$ cat src/rtl/ssd1306_pkg.sv
// Shared definitions for the SSD1306 frame sequencer: FSM state encoding,
// SSD1306 command opcodes and I2C control bytes, and the init table length.
package ssd1306_pkg;

    typedef enum logic [2:0] {
        ST_IDLE,
        ST_INIT,
        ST_WIN,
        ST_DATA_HDR,
        ST_FETCH,
        ST_SEND,
        ST_DONE,
        ST_ERROR
    } state_t;

    localparam logic [7:0] DISP_OFF  = 8'hAE;
    localparam logic [7:0] DISP_ON   = 8'hAF;
    localparam logic [7:0] SET_MUX   = 8'hA8;
    localparam logic [7:0] COL_ADDR  = 8'h21;
    localparam logic [7:0] PAGE_ADDR = 8'h22;
    localparam logic [7:0] CTRL_CMD  = 8'h00;
    localparam logic [7:0] CTRL_DATA = 8'h40;

    // Index of DISP_ON, the final entry of the init command table.
    localparam logic [4:0] INIT_LAST_IDX = 5'd25;

endpackage

$ cat src/rtl/ssd1306_frame_sequencer_if.sv
// Byte stream between the frame sequencer (master) and the I2C byte engine (slave).
//   tx_valid / tx_ready : handshake, a byte moves when both are high and tx_nack is low
//   tx_byte             : address, control or payload byte
//   tx_first / tx_last  : byte opens (START before it) / closes (STOP after it) a transaction
//   tx_nack             : engine saw NACK on the current byte, 1-cycle pulse
interface ssd1306_frame_sequencer_if;
    logic       tx_valid;
    logic       tx_ready;
    logic [7:0] tx_byte;
    logic       tx_first;
    logic       tx_last;
    logic       tx_nack;

    modport master (output tx_valid, tx_byte, tx_first, tx_last,
                    input  tx_ready, tx_nack);
    modport slave  (input  tx_valid, tx_byte, tx_first, tx_last,
                    output tx_ready, tx_nack);
endinterface

$ cat src/rtl/ssd1306_init_rom.sv
// SSD1306 power-up command table (command bytes only; the address and control
// bytes are emitted by the sequencer).
//   idx_i  : table index 0..25
//   byte_o : command byte at idx_i (00 beyond the table)
//   last_o : idx_i is the final entry (DISP_ON)
module ssd1306_init_rom
    import ssd1306_pkg::*;
#(
    parameter int HEIGHT = 32
) (
    input  logic [4:0] idx_i,
    output logic [7:0] byte_o,
    output logic       last_o
);
    localparam logic [7:0] MUX_RATIO = 8'(HEIGHT - 1);
    // COM pin config: sequential for 32-row panels, alternative for 64-row panels.
    localparam logic [7:0] COM_CFG   = (HEIGHT == 64) ? 8'h12 : 8'h02;

    always_comb begin
        byte_o = 8'h00;
        case (idx_i)
            5'd0:  byte_o = DISP_OFF;
            5'd1:  byte_o = 8'hD5;
            5'd2:  byte_o = 8'h80;
            5'd3:  byte_o = SET_MUX;
            5'd4:  byte_o = MUX_RATIO;
            5'd5:  byte_o = 8'hD3;
            5'd6:  byte_o = 8'h00;
            5'd7:  byte_o = 8'h40;
            5'd8:  byte_o = 8'h8D;
            5'd9:  byte_o = 8'h14;
            5'd10: byte_o = 8'h20;
            5'd11: byte_o = 8'h00;
            5'd12: byte_o = 8'hA1;
            5'd13: byte_o = 8'hC8;
            5'd14: byte_o = 8'hDA;
            5'd15: byte_o = COM_CFG;
            5'd16: byte_o = 8'h81;
            5'd17: byte_o = 8'h8F;
            5'd18: byte_o = 8'hD9;
            5'd19: byte_o = 8'hF1;
            5'd20: byte_o = 8'hDB;
            5'd21: byte_o = 8'h40;
            5'd22: byte_o = 8'hA4;
            5'd23: byte_o = 8'hA6;
            5'd24: byte_o = 8'h2E;
            5'd25: byte_o = DISP_ON;
            default: byte_o = 8'h00;
        endcase
    end

    assign last_o = (idx_i == INIT_LAST_IDX);
endmodule

$ cat src/rtl/ssd1306_frame_sequencer.sv
// SSD1306 transaction sequencer: init (once), column/page window, then the whole
// framebuffer as one data transaction, repeated per frame in continuous mode.
//   clk, rst_n           : clock, asynchronous active-low reset
//   start, stop_req      : start pulse; continuous mode ends after the current frame
//   fb_rd_addr/fb_rd_data: framebuffer read port, 1-cycle read latency
//   tx                   : byte stream to the I2C engine (master side)
//   busy, frame_done     : sequence active; 1-cycle pulse per finished frame
//   error                : sticky NACK flag, cleared by an accepted start
//
// state    | meaning
// IDLE     | after reset, waiting for start
// INIT     | addr, ctrl 00, init command table
// WIN      | addr, ctrl 00, column and page window
// DATA_HDR | addr, ctrl 40 opening the payload transaction
// FETCH    | fb_rd_addr presented, waiting out the read latency
// SEND     | payload byte from fb_rd_data offered
// DONE     | frame(s) finished, waiting for start
// ERROR    | NACK seen, waiting for start (forces a fresh init)
module ssd1306_frame_sequencer
    import ssd1306_pkg::*;
#(
    parameter logic [6:0] I2C_ADDR   = 7'h3C,
    parameter int         WIDTH      = 128,
    parameter int         HEIGHT     = 32,
    parameter bit         CONTINUOUS = 1'b0,
    parameter int         FB_AW      = 10
) (
    input  logic                     clk,
    input  logic                     rst_n,
    input  logic                     start,
    input  logic                     stop_req,
    output logic [FB_AW-1:0]         fb_rd_addr,
    input  logic [7:0]               fb_rd_data,
    ssd1306_frame_sequencer_if.master tx,
    output logic                     busy,
    output logic                     frame_done,
    output logic                     error
);
    localparam int               PAGES     = HEIGHT / 8;
    localparam int               NBYTES    = WIDTH * PAGES;
    localparam logic [FB_AW-1:0] LAST_ADDR = FB_AW'(NBYTES - 1);
    localparam logic [7:0]       ADDR_BYTE = {I2C_ADDR, 1'b0};
    localparam logic [7:0]       COL_END   = 8'(WIDTH - 1);
    localparam logic [7:0]       PAGE_END  = 8'(PAGES - 1);

    if (!(HEIGHT == 32 || HEIGHT == 64)) begin : g_bad_height
        $error("ssd1306_frame_sequencer: HEIGHT must be 32 or 64");
    end
    if ((2 ** FB_AW) < NBYTES) begin : g_bad_aw
        $error("ssd1306_frame_sequencer: FB_AW too small for WIDTH*PAGES");
    end

    state_t           state_q, state_d;
    logic [4:0]       idx_q, idx_d;
    logic [FB_AW-1:0] fb_addr_q, fb_addr_d;
    logic             init_done_q, init_done_d;
    logic             error_q, error_d;
    logic             frame_done_q, frame_done_d;

    logic       tx_valid_c, tx_first_c, tx_last_c, hs;
    logic [7:0] tx_byte_c, rom_byte, win_byte;
    logic       rom_last;

    // idx_q counts bytes of the current transaction; table entries start after addr+ctrl.
    ssd1306_init_rom #(.HEIGHT(HEIGHT)) u_rom (
        .idx_i  (idx_q - 5'd2),
        .byte_o (rom_byte),
        .last_o (rom_last)
    );

    always_comb begin
        win_byte = 8'h00;
        case (idx_q)
            5'd2:    win_byte = COL_ADDR;
            5'd3:    win_byte = 8'h00;
            5'd4:    win_byte = COL_END;
            5'd5:    win_byte = PAGE_ADDR;
            5'd6:    win_byte = 8'h00;
            5'd7:    win_byte = PAGE_END;
            default: win_byte = 8'h00;
        endcase
    end

    // A NACKed byte never counts as accepted.
    assign hs = tx_valid_c & tx.tx_ready & ~tx.tx_nack;

    always_comb begin
        state_d      = state_q;
        idx_d        = idx_q;
        fb_addr_d    = fb_addr_q;
        init_done_d  = init_done_q;
        error_d      = error_q;
        frame_done_d = 1'b0;
        tx_valid_c   = 1'b0;
        tx_byte_c    = 8'h00;
        tx_first_c   = 1'b0;
        tx_last_c    = 1'b0;
        case (state_q)
            ST_INIT: begin
                tx_valid_c = 1'b1;
                tx_first_c = (idx_q == 5'd0);
                tx_byte_c  = (idx_q == 5'd0) ? ADDR_BYTE :
                             (idx_q == 5'd1) ? CTRL_CMD  : rom_byte;
                tx_last_c  = (idx_q >= 5'd2) && rom_last;
                if (hs) begin
                    if (tx_last_c) begin
                        init_done_d = 1'b1;
                        idx_d       = 5'd0;
                        state_d     = ST_WIN;
                    end else begin
                        idx_d = idx_q + 5'd1;
                    end
                end
            end
            ST_WIN: begin
                tx_valid_c = 1'b1;
                tx_first_c = (idx_q == 5'd0);
                tx_byte_c  = (idx_q == 5'd0) ? ADDR_BYTE :
                             (idx_q == 5'd1) ? CTRL_CMD  : win_byte;
                tx_last_c  = (idx_q == 5'd7);
                if (hs) begin
                    if (tx_last_c) begin
                        idx_d   = 5'd0;
                        state_d = ST_DATA_HDR;
                    end else begin
                        idx_d = idx_q + 5'd1;
                    end
                end
            end
            ST_DATA_HDR: begin
                tx_valid_c = 1'b1;
                tx_first_c = (idx_q == 5'd0);
                tx_byte_c  = (idx_q == 5'd0) ? ADDR_BYTE : CTRL_DATA;
                if (hs) begin
                    if (idx_q == 5'd1) begin
                        idx_d   = 5'd0;
                        state_d = ST_FETCH;
                    end else begin
                        idx_d = idx_q + 5'd1;
                    end
                end
            end
            ST_FETCH: state_d = ST_SEND;
            ST_SEND: begin
                tx_valid_c = 1'b1;
                tx_byte_c  = fb_rd_data;
                tx_last_c  = (fb_addr_q == LAST_ADDR);
                if (hs) begin
                    if (tx_last_c) begin
                        fb_addr_d    = '0;
                        frame_done_d = 1'b1;
                        state_d      = (CONTINUOUS && !stop_req) ? ST_WIN : ST_DONE;
                    end else begin
                        fb_addr_d = fb_addr_q + FB_AW'(1);
                        state_d   = ST_FETCH;
                    end
                end
            end
            ST_IDLE, ST_DONE, ST_ERROR: begin
                if (start) begin
                    error_d   = 1'b0;
                    idx_d     = 5'd0;
                    fb_addr_d = '0;
                    if (state_q == ST_ERROR || !init_done_q) begin
                        init_done_d = 1'b0;
                        state_d     = ST_INIT;
                    end else begin
                        state_d = ST_WIN;
                    end
                end
            end
            default: state_d = ST_IDLE;
        endcase
        if (tx.tx_nack) begin
            state_d      = ST_ERROR;
            error_d      = 1'b1;
            idx_d        = 5'd0;
            frame_done_d = 1'b0;
        end
    end

    always_ff @(posedge clk or negedge rst_n) begin
        if (!rst_n) begin
            state_q      <= ST_IDLE;
            idx_q        <= 5'd0;
            fb_addr_q    <= '0;
            init_done_q  <= 1'b0;
            error_q      <= 1'b0;
            frame_done_q <= 1'b0;
        end else begin
            state_q      <= state_d;
            idx_q        <= idx_d;
            fb_addr_q    <= fb_addr_d;
            init_done_q  <= init_done_d;
            error_q      <= error_d;
            frame_done_q <= frame_done_d;
        end
    end

    assign tx.tx_valid = tx_valid_c;
    assign tx.tx_byte  = tx_byte_c;
    assign tx.tx_first = tx_first_c;
    assign tx.tx_last  = tx_last_c;
    assign fb_rd_addr  = fb_addr_q;
    assign frame_done  = frame_done_q;
    assign error       = error_q;
    assign busy        = !(state_q inside {ST_IDLE, ST_DONE, ST_ERROR});
endmodule
$ cat src/flat_wrapper.sv
// flat-port wrapper written by rule: the top's interface ports become plain ports
module ssd1306_frame_sequencer_flat import ssd1306_pkg::*;
#(
    parameter logic [6:0] I2C_ADDR   = 7'h3C,
    parameter int         WIDTH      = 128,
    parameter int         HEIGHT     = 32,
    parameter bit         CONTINUOUS = 1'b0,
    parameter int         FB_AW      = 10
)
  (clk, rst_n, start, stop_req, fb_rd_addr, fb_rd_data, busy, frame_done, error, tx_tx_valid, tx_tx_byte, tx_tx_first, tx_tx_last, tx_tx_ready, tx_tx_nack);
  ssd1306_frame_sequencer_if tx_i ();
  input  logic clk;
  input  logic rst_n;
  input  logic start;
  input  logic stop_req;
  output logic [FB_AW-1:0] fb_rd_addr;
  input  logic [7:0] fb_rd_data;
  output logic busy;
  output logic frame_done;
  output logic error;
  output wire logic [$bits(tx_i.tx_valid)-1:0] tx_tx_valid;
  output wire logic [$bits(tx_i.tx_byte)-1:0] tx_tx_byte;
  output wire logic [$bits(tx_i.tx_first)-1:0] tx_tx_first;
  output wire logic [$bits(tx_i.tx_last)-1:0] tx_tx_last;
  input wire logic [$bits(tx_i.tx_ready)-1:0] tx_tx_ready;
  input wire logic [$bits(tx_i.tx_nack)-1:0] tx_tx_nack;
  assign tx_tx_valid = tx_i.tx_valid;
  assign tx_tx_byte = tx_i.tx_byte;
  assign tx_tx_first = tx_i.tx_first;
  assign tx_tx_last = tx_i.tx_last;
  assign tx_i.tx_ready = tx_tx_ready;
  assign tx_i.tx_nack = tx_tx_nack;
  ssd1306_frame_sequencer #(.I2C_ADDR(I2C_ADDR), .WIDTH(WIDTH), .HEIGHT(HEIGHT), .CONTINUOUS(CONTINUOUS), .FB_AW(FB_AW)) u_core (.clk(clk), .rst_n(rst_n), .start(start), .stop_req(stop_req), .fb_rd_addr(fb_rd_addr), .fb_rd_data(fb_rd_data), .tx(tx_i), .busy(busy), .frame_done(frame_done), .error(error));
endmodule
$ cat config.mk
export PLATFORM = sky130hd
export DESIGN_NAME = ssd1306_frame_sequencer_flat
export DESIGN_NICKNAME = d
export VERILOG_FILES = /design/src/rtl/ssd1306_pkg.sv /design/src/rtl/ssd1306_frame_sequencer_if.sv /design/src/rtl/ssd1306_init_rom.sv /design/src/rtl/ssd1306_frame_sequencer.sv /design/src/flat_wrapper.sv
export SDC_FILE = /design/constraint.sdc
export NUM_CORES = 1
export LEC_CHECK = 0
export CELL_PAD_IN_SITES_DETAIL_PLACEMENT = 1
export CELL_PAD_IN_SITES_GLOBAL_PLACEMENT = 1
export CORE_MARGIN = 1
export CORE_UTILIZATION = 37
export DETAILED_ROUTE_END_ITERATION = 12
export PLACE_DENSITY_LB_ADDON = 0.2
export SYNTH_ARGS = -nofsm -noshare
export SYNTH_HDL_FRONTEND = slang
export SYNTH_HIERARCHICAL = 1
export SYNTH_SLANG_ARGS = --single-unit
$ cat constraint.sdc
create_clock -name clk -period 2.94 [get_ports clk]
set_clock_uncertainty 0.1 [all_clocks]
set_input_delay 0.735 -clock clk [delete_from_list [all_inputs] [get_ports clk]]
set_output_delay 0.735 -clock clk [all_outputs]
set_load 0.01 [all_outputs]
Word-level counts from Yosys, hierarchy flattened:

Memories as Yosys holds them, arrays and structs flattened.
Index checks and enable logic that the tools add are counted.

* bits in registers: 21
* latch bits: 0
* bits in writable memories: 0
* memory bits (read-only): 256
* output and inout port bits: 24
* word-level logic and storage cells: 108
* memories: 1

* $add $sub $neg: 3
* multipliers: 0
* divide/modulo/power cells: 0
* $lt $le $gt $ge: 1
* eq/ne operators: 27
* shifts and indexed selects: 0
* muxes and demuxes: 47
* bitwise gates (word level): 3
* reductions and logical operators: 20

Memory list
* (no name shown): depth 32, width 8, rd ports 1, clocked after memory_dff 0, wr ports 0, line ssd1306_init_rom.sv:21 `case (idx_i)`

Operators with widths (number)
* 5-bit 2-to-1 mux: 8
* 8-bit one-hot mux with 4 select lines: 1
* 10-bit 2-to-1 mux: 3
* 7-bit one-hot mux with 4 select lines: 1
* 3-bit 2-to-1 mux: 9
* 8-bit 2-to-1 mux: 3
* 3-bit by 2-bit inequality test with 1-bit output, second input constant: 7
* 10-bit one-hot mux with 2 select lines: 1
* 5-bit one-hot mux with 4 select lines: 1
* 3-bit one-hot mux with 6 select lines: 1
* 5-bit by 3-bit equality test with 1-bit output, second input constant: 3
* 1-bit 2-to-1 mux: 13
* 3-bit equality test, second input constant: 4
* 10-bit by 1-bit adder with 10-bit output, second input constant: 1
* 10-bit by 9-bit equality test with 1-bit output, second input constant: 1
* 5-bit AND reduction: 2
* 2-bit by 1-bit inequality test with 1-bit output, second input constant: 4
* 8-bit AND reduction: 1
* 2-bit nonzero test: 4
* 7-bit 2-to-1 mux: 1
* 3-bit by 2-bit equality test with 1-bit output, second input constant: 2
* 6-bit 2-to-1 mux: 1
* 3-bit OR reduction: 2
* 5-bit by 1-bit adder with 5-bit output, second input constant: 1
* other kinds (23): 26

Longest topological paths before layout:

* word-level depth: 8
* gate-level depth with buffers: 13
* gate-level depth less buffers: 11

Modules after synthesis:

Netlist, hierarchy kept.

By module, submodules not included
* ssd1306_frame_sequencer: times used 1, cells an instance 229, area an instance 1904.3 um2, sequential area each 525.5 um2
* ssd1306_init_rom: times used 1, cells an instance 68, area an instance 511.7 um2, sequential area each 0.0 um2

Worst setup path after synthesis:

OpenSTA, ideal clock, no wires.

* kind: register -> output
* from: register u_core.idx_q[1]
* to: output port tx_tx_byte[1]
* arrival time: 2.144 ns
* data required time: 2.105 ns
* path slack: -0.039 ns
* cell stages (with the launch flop): 12
* path buffers: 1
* cell sequence: dfrtp_1 -> inv_1 -> ha_1 -> inv_1 -> buf_6 -> inv_1 -> ha_1 -> mux2_1 -> a22oi_1 -> nand2_1 -> a22oi_1 -> o21ai_0

* word-level cells in the longest chain between the ends: 5

Ends and longest elaborated chain
* start: declaration: line ssd1306_frame_sequencer.sv:54 `logic [4:0] idx_q, idx_d;`
* start signal: assignment: line ssd1306_frame_sequencer.sv:192 `idx_q <= idx_d;`
* 5-bit by 2-bit subtractor with 5-bit output: line ssd1306_frame_sequencer.sv:66 `.idx_i (idx_q - 5'd2),`
* memory 32 x 8 bit
* net u_core.rom_byte[1]: line ssd1306_frame_sequencer.sv:61 `logic [7:0] tx_byte_c, rom_byte, win_byte;`
* 8-bit 2-to-1 mux: line ssd1306_frame_sequencer.sv:103 `(idx_q == 5'd1) ? CTRL_CMD : rom_byte;`
* 8-bit 2-to-1 mux: line ssd1306_frame_sequencer.sv:102 `tx_byte_c = (idx_q == 5'd0) ? ADDR_BYTE :`
* 8-bit one-hot mux with 4 select lines: line ssd1306_frame_sequencer.sv:98 `case (state_q)`
* end: declaration: line flat_wrapper.sv:22 `output wire logic [$bits(tx_i.tx_byte)-1:0] tx_tx_byte;`

The timed path passes the listed nets, and every way through them passes these cells.

Worst setup path after layout:

* from: register u_core.idx_q[1]
* to: output port tx_tx_byte[0]

Same word-level chain as after synthesis.

==> results.py <==
metrics = {
    "power": {
        "p_seq_share_pct": 22.2,
        "power_mw": 1.72,
        "p_comb_share_pct": 66.6,
        "p_per_area_nw_per_um2": 501,
        "clkPwrFrac_pct": 11.2,
        "swShare_pct": 45.9,
        "power_leakage_nw": 1.50,
        "vdd_drop_max_v": 0.000365,
        "switching_power_mw": 0.791,
        "power.internal_mw": 0.933,
    },
    "route": {
        "wirelength_um": 8430,
        "firstDrtPassIters": 4,
        "drtIter0Drc": 87,
        "wl_per_cell_um": 18.3,
        "vias": 2638,
        "ant_nets": 0,
        "route.detailed.drc": 0,
        "viasPerCell": 5.72,
    },
    "synthesis": {
        "ys_seq_elements": 21,
        "synth_area_per_cell_um2": 8.13,
        "synth_enable_flop_cells": 0,
        "synth_cell_types": 69,
        "synth_ff_type": "dfrtp_1",
        "syn-num-nets": 326,
        "synth_warnings": 6,
        "seq_area_frac_synth_pct": 21.8,
        "async_flop_share_pct": 100,
        "syn-cell-area_um2": 2420,
        "syn_inst": 297,
    },
    "sta": {
        "max_slew_margin_pct": 42.2,
        "finalCriticalPeriod_ns": 3.28,
        "rsz0062_at_grt": "yes",
        "setup_viol": 9,
        "holdWs_ns": 0.394,
        "hold_viol": 0,
        "worst_pin_slew_ns": 0.864,
        "finalWorstSetupSlack_ns": -0.343,
        "fmax_mhz": 305,
        "tns_ns": -2.30,
        "slew_violations": 0,
        "timing.final.crit_share_pct": 112,
    },
    "grt": {
        "overflow": 0,
        "antenna_found_initial": 0,
        "grt_max_degree": 26,
        "grtUsageMet2_pct": 41.8,
        "busiest_layer": "met2",
        "grt_pass1_wl_um": 13900,
        "track_usage_pct": 24.7,
        "grt_pass1_vias": 2690,
        "met3_usage_pct": 2.19,
        "use_met1_pct": 33.3,
    },
    "worst_setup_path": {
        "start_kind": "flip-flop",
        "crit_path_end_kind": "primary output",
        "cp_data_arrival_time_ns": 2.45,
        "ff2ff_setup_slack_ns": 0.22,
        "critical_path_required_ns": 2.11,
        "r2r-end": "u_core/idx_q[4]$_DFFE_PN0P_",
        "r2r.worst_path.cells": 12,
        "worstSetupStartpoint": "u_core/idx_q[1]$_DFFE_PN0P_",
        "timing.rr.start": "u_core/idx_q[1]$_DFFE_PN0P_",
        "crit_type": "reg2out",
        "crit_fanout": 3,
    },
    "floorplanning": {
        "core_area_um2": 6310,
        "start_util_pct": 38.3,
        "dieWidth_um": 82.8,
        "rows": 29,
        "ios": 38,
        "die-height_um": 82.8,
        "die_area_um2": 6860,
    },
    "clock_network": {
        "path_clk_slew_ns": 0.07,
        "holdBufCountCts": 0,
        "cts_buffers": 3,
        "htreeDepth": 1,
        "root_buffer": "clkbuf_8",
        "cts_tree": "yes",
        "clk_latency_ns": 0.26,
        "clock_path_buffers": 2,
        "numClockSinks": 21,
    },
    "placement": {
        "dp.cells": 446,
        "place_hpwl_um": 5870,
        "place_ws_ns": -0.471,
        "gp_congestion": 0.803,
        "io_buffers": 36,
        "placed_area_um2": 3170,
    },
    "hold_path": {
        "hold_path_end": "u_core/error$_DFFE_PN0P_",
        "hp-class": "reg2reg",
        "hold_start": "u_core/error$_DFFE_PN0P_",
        "whs_path_depth": 1,
    },
    "cells_and_area": {
        "layout_commonest_cell": "buf_4",
        "fill_cells": 763,
        "fin_util_pct": 54.5,
        "fin_cells": 461,
        "drive_above_1_share_pct": 33.3,
        "antenna-diode-count": 0,
        "nets": 414,
        "final_cell_mix": "buf_4, clkdlybuf4s50_1, nand2_1",
        "area_growth_pct": 42.5,
        "final-seq-area_um2": 526,
        "multi_input_area_um2": 1850,
        "fin_area_um2": 3440,
    },
    "job": {
        "maxCapViolCount": 0,
    },
    "status": {
        "status": "complete, but fails checks",
        "violations": "setup timing",
    },
}
-- synth_stat cells (2+ instances only) --
cell       count  share of area (%)
dfrtp_1       21                 22
o21ai_0       12                2.5
o21ai_1        2               0.41
o22a_1         2               0.73
mux2i_1        3                1.2
nor2_1        21                3.3
o211ai_1       3               0.93
a2111oi_4      2                2.3
a21o_1         4                1.2
o31ai_1        6                1.9
and3_1         3               0.78
clkbuf_1       2               0.31
buf_2          8                1.7
mux2_4         2                1.2
a31oi_1        5                1.3
a31o_2         3                1.1
nand3_1        6                1.2
buf_1          6               0.93
o21a_1         2               0.62
inv_1         11                1.7
a211o_1        3                1.1
and2_1         5                1.3
a211oi_1       6                1.9
a22o_1         4                1.4
a221o_1        2               0.83
xor2_1         4                1.4
nand4_1        3               0.78
a21oi_1       18                3.7
a22oi_1        6                1.9
nand2_1       27                4.2
nand2b_1       7                1.8
ha_1          15                7.8
buf_6          6                2.8
a211oi_2       2                1.0
xnor2_1        5                1.8
nor2b_1        9                2.3
nor3_1        17                3.5
buf_4          2               0.62
or3_1          2               0.52
-- kinds of logic (layout without fill, tap and decap cells) --
logic type / Yosys count / after routing / synth area share (%)
flip-flops: 21 / 21 / 21.8
adder cells (fa/ha/maj): 15 / 15 / 7.77
multiplexers: 7 / 7 / 3.42
XOR/XNOR: 9 / 9 / 3.26
buffers and inverters: 36 / 123 / 8.18
AO/OA/AOI/OAI: 97 / 97 / 30.9
AND/OR/NAND/NOR: 112 / 112 / 24.7
-- registers in the layout (all words and copies together) (netlist names) --
signal,flops
u_core/error,1
u_core/fb_rd_addr,10
u_core/frame_done,1
u_core/idx_q,5
u_core/init_done_q,1
u_core/state_q,3
-- worst max-delay path, stage by stage (launching register included) --
cell and delay [ns]:
dfrtp_1 0.40, buf_6 0.13, nor3_4 0.21, xor2_2 0.22
buf_6 0.14, buf_4 0.11, nor2_1 0.05, a221o_1 0.33
a22o_1 0.23, a21oi_2 0.14, o31ai_2 0.07, buf_2 0.15
-- per-layer routing --
metal / share of wire (%) / vias up
met5: 0 / -
met4: 1.6 / 0
met3: 3.8 / 10
met2: 49 / 59
met1: 46 / 1297
li1: - / 1272
-- final cells by class --
| class | instances | area share (%) |
|---|---|---|
| Clock buffer | 4 | 1.31 |
| Inverter | 12 | 1.31 |
| Multi-Input combinational cell | 240 | 53.6 |
| Sequential cell | 21 | 15.3 |
| Tap cell | 77 | 2.80 |
| Timing Repair Buffer | 107 | 25.7 |
-- worst max path at each step --
| stage | endpoint | slack, ns | cells past startpoint |
|---|---|---|---|
| global placement | tx_tx_byte[5] | -0.36 | 12 |
| global route | tx_tx_byte[3] | -0.46 | 11 |
| detailed placement | tx_tx_byte[5] | -0.47 | 11 |
| floorplan | tx_tx_byte[1] | 0.02 | 12 |
| CTS | tx_tx_byte[0] | -0.41 | 12 |
| finish | tx_tx_byte[0] | -0.34 | 11 |
-- power by group through the flow --
stage	registers, mW	clock network (mW)	logic (mW)
2_1_floorplan	0.377	0	0.648
3_3_place_gp	0.380	0	1.05
3_5_place_dp	0.383	0	1.07
4_1_cts	0.379	0.203	1.09
5_1_grt	0.390	0.213	1.24
6_report	0.382	0.193	1.15
-- repair_timing --
item / 4_1_cts / 5_1_grt
buffers inserted: 7 / 5
pin swaps: 16 / 16
gates cloned: 1 / 0
resized for setup: 60 / 24
endpoints found under the setup margin: 10 / 11
Note: power is estimated with default switching activity, not from simulation.
